===== config.mk =====
export PLATFORM = sky130hd
export DESIGN_NAME = uart_tx_arbiter
export DESIGN_NICKNAME = d
export VERILOG_FILES = /design/src/rtl/uart_pkg.sv /design/src/rtl/rr_priority_pick.sv /design/src/rtl/uart_tx_arbiter.sv
export SDC_FILE = /design/constraint.sdc
export NUM_CORES = 1
export LEC_CHECK = 0
export ABC_AREA = 1
export CORE_MARGIN = 3
export CORE_UTILIZATION = 47
export CTS_BUF_LIST = sky130_fd_sc_hd__clkbuf_4
export DETAILED_ROUTE_END_ITERATION = 6
export PLACE_DENSITY = 0.83
export SYNTH_ARGS = -nofsm -noshare
export SYNTH_HDL_FRONTEND = slang
export SYNTH_HIERARCHICAL = 1
export SYNTH_SLANG_ARGS = --single-unit

===== constraint.sdc =====
create_clock -name i_clk -period 2.6 [get_ports i_clk]
set_clock_uncertainty 0.15 [all_clocks]
set_input_delay 0.39 -clock i_clk [delete_from_list [all_inputs] [get_ports i_clk]]
set_output_delay 0.39 -clock i_clk [all_outputs]
set_load 0.05 [all_outputs]

===== src/rtl/uart_pkg.sv =====
// Shared definitions for the UART transmit arbiter: FSM encoding, default widths
// and the width helper used to size requester indices.
package uart_pkg;

   localparam int unsigned NbDataDefault = 8;

   typedef enum logic [1:0] {
      StIdle     = 2'd0,
      StStart    = 2'd1,
      StWaitDone = 2'd2,
      StGap      = 2'd3
   } arb_state_e;

   function automatic int unsigned clog2(input int unsigned n);
      int unsigned w;
      w = 0;
      for (int unsigned i = 0; i < 32; i++) begin
         if ((64'd1 << i) < 64'(n)) w = i + 1;
      end
      return w;
   endfunction

endpackage


===== src/rtl/rr_priority_pick.sv =====
// Combinational round-robin pick: first set request strictly after the last grant,
// wrapping modulo N. Reusable for any shared resource.
module rr_priority_pick
   import uart_pkg::*;
#(
   parameter int unsigned N     = 4,
   parameter int unsigned NB_ID = clog2(N)
) (
   input  logic [N-1:0]     req_i,
   input  logic [NB_ID-1:0] last_i,
   output logic [NB_ID-1:0] idx_o,
   output logic             valid_o
);

   localparam int Ni = int'(N);

   // Walk from farthest to nearest so the nearest set bit is the last write.
   always_comb begin
      idx_o   = '0;
      valid_o = 1'b0;
      for (int k = Ni; k >= 1; k--) begin
         if (req_i[(int'(last_i) + k) % Ni]) begin
            idx_o   = NB_ID'((int'(last_i) + k) % Ni);
            valid_o = 1'b1;
         end
      end
   end

endmodule


===== src/rtl/uart_tx_arbiter.sv =====
// Round-robin sharing of one UART transmitter among N_REQ byte producers, with a
// baud-tick timed idle gap after each frame.
module uart_tx_arbiter
   import uart_pkg::*;
#(
   parameter int unsigned N_REQ     = 4,
   parameter int unsigned NB_DATA   = NbDataDefault,
   parameter int unsigned GAP_TICKS = 16,
   parameter int unsigned NB_GAP    = 5
) (
   input  logic                       i_clk,
   input  logic                       i_reset_n,
   input  logic [N_REQ-1:0]           i_req,
   input  logic [N_REQ*NB_DATA-1:0]   i_data,
   output logic [N_REQ-1:0]           o_ack,
   input  logic                       i_tick,
   output logic                       o_tx_start,
   output logic [NB_DATA-1:0]         o_tx_data,
   input  logic                       i_tx_done,
   output logic [clog2(N_REQ)-1:0]    o_grant_id,
   output logic                       o_busy
);

   localparam int unsigned NB_ID = clog2(N_REQ);
   localparam logic [NB_GAP-1:0] GapLast = NB_GAP'((GAP_TICKS > 0) ? GAP_TICKS - 1 : 0);

   arb_state_e         state_q, state_d;
   logic [NB_GAP-1:0]  gap_q, gap_d;
   logic [N_REQ-1:0]   ack_q, ack_d;
   logic               start_q, start_d;
   logic [NB_DATA-1:0] data_q, data_d;
   logic [NB_ID-1:0]   grant_q, grant_d;
   logic               busy_q, busy_d;
   logic [NB_ID-1:0]   pick_idx;
   logic               pick_valid;

   rr_priority_pick #(
      .N     (N_REQ),
      .NB_ID (NB_ID)
   ) u_pick (
      .req_i   (i_req),
      .last_i  (grant_q),
      .idx_o   (pick_idx),
      .valid_o (pick_valid)
   );

   always_ff @(posedge i_clk or negedge i_reset_n) begin
      if (!i_reset_n) begin
         state_q <= StIdle;
         gap_q   <= '0;
         ack_q   <= '0;
         start_q <= 1'b0;
         data_q  <= '0;
         grant_q <= NB_ID'(N_REQ - 1);
         busy_q  <= 1'b0;
      end else begin
         state_q <= state_d;
         gap_q   <= gap_d;
         ack_q   <= ack_d;
         start_q <= start_d;
         data_q  <= data_d;
         grant_q <= grant_d;
         busy_q  <= busy_d;
      end
   end

   always_comb begin
      state_d = state_q;
      unique case (state_q)
         StIdle:     if (pick_valid) state_d = StStart;
         StStart:    state_d = StWaitDone;
         StWaitDone: if (i_tx_done) state_d = (GAP_TICKS == 0) ? StIdle : StGap;
         StGap:      if (i_tick && gap_q == GapLast) state_d = StIdle;
         default:    state_d = StIdle;
      endcase
   end

   // Registered outputs: computed here as next values, so each lands one cycle after its cause.
   always_comb begin
      ack_d   = '0;
      start_d = (state_q == StStart);
      data_d  = data_q;
      grant_d = grant_q;
      busy_d  = (state_d != StIdle);
      gap_d   = gap_q;
      if (state_q == StIdle && pick_valid) begin
         ack_d[pick_idx] = 1'b1;
         data_d          = i_data[int'(pick_idx)*NB_DATA +: NB_DATA];
         grant_d         = pick_idx;
      end
      if (state_q == StWaitDone) gap_d = '0;
      if (state_q == StGap && i_tick) gap_d = (gap_q == GapLast) ? '0 : gap_q + 1'b1;
   end

   assign o_ack      = ack_q;
   assign o_tx_start = start_q;
   assign o_tx_data  = data_q;
   assign o_grant_id = grant_q;
   assign o_busy     = busy_q;

endmodule


==> impl_metrics.ini, run 1 <==
[setup_path]
critical_path.n_buffers_inverters = 1
slowest_delay_ps = 860
worst-path-max-fanout = 10
cp_slowest_cell = sky130_fd_sc_hd__clkdlybuf4s50_1
cp_delay_by_family_top = buffers and inverters
timing.critical_path.to_type = output port
crit_required_ps = 2060
critPathLaunchType = flip-flop
critPathKind = flip-flop to output port
crit_arrival_ps = 1890
crit_chain = clkdlybuf4s50_1

[final_layout]
antenna_cells = 0
instances_no_fill = 350
fin_area_sq_um = 2200
drive_gt1_frac = 0.09804
final_core_util = 0.6921
syn2layout_area_growth_pct = 35.96
layout.nets = 348

[routing]
post_drt_via_cell_ratio = 4.563
drc = 0
drt_iter0_drc = 131
route.detailed.wl_per_inst_um = 10.21
routed-via-count = 1597
detail-route-antenna-nets = 0
finalWirelength_um = 3572
first_pass_iters = 4

[logic_synthesis]
synth.yosys.warnings = 6
netlist-cell-type-count = 24
post_synthesis_instance_area_sq_um = 1618
synth_sequential_area_ratio = 0.3573
ys_ff_latch = 23
synthCells = 249
synth_nets = 290
syn_avg_cell_area_sq_um = 6.497

[global_route]
vias_in_the_first_global_route = 1488
grt_remaining_overflow = 0
maximum_number_of_pins_on_one_net_before_global_route_repair = 24
groute.usage.overall = 0.1873
number_of_antenna_violations_at_the_first_check_in_global_routing = 0
grt_pass1_wl_um = 6334

[clock_network]
worstSkewPairLatency_ps = 310
post_cts.repair.setup_buffers = 0
ctsLongestPathBuffers = 2
hold_fix_buffer_count_after_cts = 0
cts_tree = done
maximum_level_of_the_cts_h_tree = 1
clock-sinks = 23
cts.reportedPaths.clkPinSlew_ps = 130
cts_root_buf = sky130_fd_sc_hd__clkbuf_4
post_cts.resized_instances = 0
cts_inserted_buffers = 3

[placement]
hpwlAfterDp_um = 2857
post_dp_cell_area_sq_um = 2172
port_buffers = 55
placedCellCount = 346
place.gp.congestion = 0.8864

[power_and_ir_drop]
p_leak_uw = 0.001224
power.switching_fraction = 0.4479
share_comb_of_total_power = 0.523
internal-power_uw = 763.9
worst_ir_drop_vdd_mv = 0.3506
clockPowerShare = 0.120
net_switching_power_figure_uw = 619.7
cellPowerDensity_nw_per_um2 = 629.0
share_seq_of_total_power = 0.357

[run]
maxCapViolCount = 0

[sta]
layout_worst_path_cycle_share = 0.9354
rsz0062_at_grt = false
timing.final.crit_period_ps = 2432
final.hold.worst_slack_ps = 248.9
setup-tns-final_ps = 0
max_slew_margin = 0.6481
finalMaxSlewViolations = 0
report.final.hold_viol_count = 0
finalSetupViolCount = 0
tightestPinTransition_ps = 526.2
fmax_mhz = 411.2

[run_status]
run_status = finished clean

[floorplanning]
placementRows = 20
io-pin-count = 56
core_sq_um = 3178
floorplan.die.height_um = 64.67
effective_utilization_at_floorplan = 0.5091
fp.dieArea_sq_um = 4182
chipWidth_um = 64.67

[min_path]
worst_hold_path_type = input pin to asynchronous set/reset pin
flip-flops by register name, indices dropped and copies added, names as in the netlist:
name	flops
o_tx_start	1
gap_q	5
o_busy	1
o_grant_id	2
o_ack	4
state_q	2
o_tx_data	8
cells by family (layout without fill, tap and decap cells):
group	count (synthesis)	after routing	share of synthesized area
compound gates	5	5	0.02011
buf+inv	58	115	0.1787
flops	23	23	0.3573
simple gates	162	162	0.4362
fa+ha+maj	1	1	0.007733
cells in the final DEF (no fill, tap or decap), types with 3 or more instances in the layout:
cell                              instances
sky130_fd_sc_hd__nor2_1                   8
sky130_fd_sc_hd__nand3_1                 28
sky130_fd_sc_hd__clkbuf_4                 3
sky130_fd_sc_hd__nand2_1                110
sky130_fd_sc_hd__dfrtp_1                 21
sky130_fd_sc_hd__inv_1                   49
sky130_fd_sc_hd__buf_4                    4
sky130_fd_sc_hd__nand2_2                  8
sky130_fd_sc_hd__clkdlybuf4s50_1         55
layout make-up:
| cell class | instances | area [sq um] |
|---|---|---|
| Multi-Input combinational cell | 168 | 750.7 |
| Clock buffer | 3 | 22.52 |
| Timing Repair Buffer | 59 | 580.6 |
| Clock inverter | 1 | 5.005 |
| Inverter | 52 | 207.7 |
| Fill cell | 284 | 978.4 |
| Sequential cell | 23 | 578.1 |
| Tap cell | 44 | 55.05 |
routing by layer:
metal	wire length (um)	up-vias	GRT usage
met4	29	0	0.02902
met1	1604	682	0.2453
li1	-	846	-
met5	0	-	0
met2	1629	65	0.3131
met3	309	4	0.05373
final timing paths:
path                                 end           from  depth (start not counted)  slack (ps)
hold / removal                    o_busy      i_reset_n                          2         250
hold reg to reg             o_tx_data[3]   o_tx_data[3]                          2         350
min in group i_clk          o_tx_data[3]   o_tx_data[3]                          2         350
max in group asynchronous  o_grant_id[0]      i_reset_n                          2        1770
setup reg to reg            o_tx_data[7]  o_grant_id[0]                         15         420
setup / recovery           o_grant_id[0]  o_grant_id[0]                          1         170
through the flow:
stage | worst slack, ps | total power (uW)
finish | 167.9 | 1384
global route | 127.6 | 1511
CTS | 155.9 | 1394
detailed placement | 294.0 | 1226
global placement | 351.0 | 1206
floorplan | 439.7 | 1048
synth_stat cells (all sizes together):
cell type	count	area, sq um
nand2	119	474.2
inv	52	207.7
nand3	28	140.1
dfrtp	21	525.5
nor2	11	53.80
buf	4	53.80
o21ai	4	27.53
clkbuf	2	27.53
dfstp	2	52.55
a21oi	1	5.000
and2	1	8.760
ha	1	12.51
nand4	1	6.260
nor3	1	16.27
or2	1	6.260
power by group through the flow:
stage / sequential [uW] / combinational (uW) / clock, uW
finish: 494 / 723 / 166
global route: 506 / 817 / 188
CTS: 494 / 728 / 172
detailed placement: 501 / 725 / 0
global placement: 499 / 707 / 0
floorplan: 580 / 469 / 0
No activity file was read; power rests on OpenSTA's default activity.
==> inputs of run 2 (changes only) <==
--- a/config.mk
+++ b/config.mk
@@ -9,6 +9,7 @@
 export CORE_MARGIN = 3
 export CORE_UTILIZATION = 47
 export CTS_BUF_LIST = sky130_fd_sc_hd__clkbuf_4
+export CTS_CLUSTER_DIAMETER = 200
 export DETAILED_ROUTE_END_ITERATION = 6
 export PLACE_DENSITY = 0.83
 export SYNTH_ARGS = -nofsm -noshare
==> results of run 2 <==
The final DEF is identical to that of run 1; final timing and power are the same.
==> inputs of run 3 (changes only) <==
--- a/config.mk
+++ b/config.mk
@@ -12,6 +12,7 @@
 export CTS_CLUSTER_DIAMETER = 200
 export DETAILED_ROUTE_END_ITERATION = 6
 export PLACE_DENSITY = 0.83
+export REMOVE_ABC_BUFFERS = 1
 export SYNTH_ARGS = -nofsm -noshare
 export SYNTH_HDL_FRONTEND = slang
 export SYNTH_HIERARCHICAL = 1
==> run 3 against run 2 <==
- design area unchanged
- flip-flop and latch count is the same
- die area is the same
- via count up 0.38%
- count of clock-buffer cells in the layout is the same
- largest power group unchanged
==> impl_metrics.ini, run 3 (same netlist as run 1, synthesis figures left out) <==
[global_route]
gr-max-usage-layer = met2
groute.usage.overall = 0.1952
number_of_antenna_violations_at_the_first_check_in_global_routing = 0
grt_remaining_overflow = 0
globalRouteMet2Util = 0.3505
maximum_number_of_pins_on_one_net_before_global_route_repair = 18
vias_in_the_first_global_route = 1531
met3_usage = 0.02426
grt_pass1_wl_um = 6589
grt.met1_usage = 0.2459

[floorplanning]
chipWidth_um = 64.67
fp.dieArea_sq_um = 4182
io-pin-count = 56
placementRows = 20
floorplan.die.height_um = 64.67
core_sq_um = 3178
effective_utilization_at_floorplan = 0.5091

[sta]
rsz0062_at_grt = false
postLayoutSetupSlackWorst_ps = 191.4
final.hold.worst_slack_ps = 243.5
timing.final.crit_period_ps = 2409
setup-tns-final_ps = 0
fmax_mhz = 415.2
max_slew_margin = 0.6573
finalMaxSlewViolations = 0
layout_worst_path_cycle_share = 0.9264
finalSetupViolCount = 0
report.final.hold_viol_count = 0
tightestPinTransition_ps = 512.4

[setup_path]
worst-path-max-fanout = 10
crit_chain = clkdlybuf4s50_1
timing.critical_path.to_type = output port
r2r_setup_slack_ps = 350
critical_path.reg2reg.startpoint = o_grant_id[0]
crit_arrival_ps = 1870
cp_slowest_cell = sky130_fd_sc_hd__clkdlybuf4s50_1
rr_endpoint = o_tx_data[0]
cp_delay_by_family_top = buffers and inverters
crit_required_ps = 2060
slowest_delay_ps = 860
timing.reg2reg.worst_path_depth = 15
critPathLaunchType = flip-flop
critPathKind = flip-flop to output port
critical_path.n_buffers_inverters = 1

[power_and_ir_drop]
worst_ir_drop_vdd_mv = 0.2888
p_leak_uw = 0.001224
cellPowerDensity_nw_per_um2 = 626.4

[clock_network]
cts_inserted_buffers = 3
maximum_level_of_the_cts_h_tree = 1
cts.reportedPaths.clkPinSlew_ps = 120
worstSkewPairLatency_ps = 310
clock-sinks = 23
post_cts.resized_instances = 0
cts_tree = done
ctsLongestPathBuffers = 2
hold_fix_buffer_count_after_cts = 0
cts_root_buf = sky130_fd_sc_hd__clkbuf_4
post_cts.repair.setup_buffers = 0

[final_layout]
syn2layout_area_growth_pct = 35.96
n_fill_cell = 305
drive_gt1_frac = 0.09804
instances_no_fill = 350
antenna_cells = 0
most-common-layout-cells = 110 x sky130_fd_sc_hd__nand2_1, 55 x sky130_fd_sc_hd__clkdlybuf4s50_1, 49 x sky130_fd_sc_hd__inv_1
multi_input_area_sq_um = 750.7
layout.area.seq_sq_um = 578.1
layout.nets = 348
largest_register_ff_count = 8
layout_commonest_cell = sky130_fd_sc_hd__nand2_1

[routing]
drt_iter0_drc = 74
route.detailed.wl_per_inst_um = 10.49
post_drt_via_cell_ratio = 4.580
first_pass_iters = 4
drc = 0
detail-route-antenna-nets = 0
routed-via-count = 1603
finalWirelength_um = 3671

[placement]
placedCellCount = 346
port_buffers = 55
hpwlAfterDp_um = 2932
place.gp.congestion = 0.8358
pre_cts_ws_ps = 189.1

[run_status]
run_status = finished clean

[run]
maxCapViolCount = 0

[min_path]
worst_hold_path_type = input pin to asynchronous set/reset pin
[run 3: cell counts in the layout (fill, tap and decap cells not counted)]
Identical to the previous run, type by type.
[run 3: metrics by stage]
stage | util | power (uW) | area (sq um)
4_1_cts | 0.6921 | 1384 | 2200
2_1_floorplan | - | 977.4 | 1536
3_3_place_gp | 0.6835 | 1206 | 2172
5_1_grt | 0.6921 | 1513 | 2200
6_report | 0.6921 | 1378 | 2200
3_5_place_dp | 0.6835 | 1224 | 2172
[run 3: how the worst max path moves through the flow]
stage | slack [ps] | depth (start not counted) | start | endpoint
floorplan | 150 | 14 | o_grant_id[0] | o_tx_data[4]
global placement | 260 | 14 | i_req[3] | o_tx_data[5]
detailed placement | 190 | 16 | i_req[3] | o_tx_data[0]
CTS | 180 | 1 | o_grant_id[0] | o_grant_id[0]
global route | 100 | 15 | o_grant_id[0] | o_tx_data[6]
finish | 190 | 1 | o_grant_id[0] | o_grant_id[0]
[run 3: power breakdown]
group	leakage, uW	total (uW)	internal (uW)	switching (uW)
sequential	0.000279	494	425	69.1
combinational	0.000928	726	281	445
clock	0.0000177	158	57.4	100
total	0.00122	1380	763	615
[run 3: area by class of cell]
class / count / area share
repair buffers: 59 / 0.2639
multi-input cells: 168 / 0.3413
inverters: 52 / 0.09443
clock buffers: 3 / 0.01024
well taps: 44 / 0.02503
flip-flops and latches: 23 / 0.2628
clock inverters: 1 / 0.002275
[run 3: per-layer routing]
layer,vias up,share of wire
met5,-,0
met3,4,0.049
li1,846,-
met2,50,0.50
met4,0,0.013
met1,703,0.44
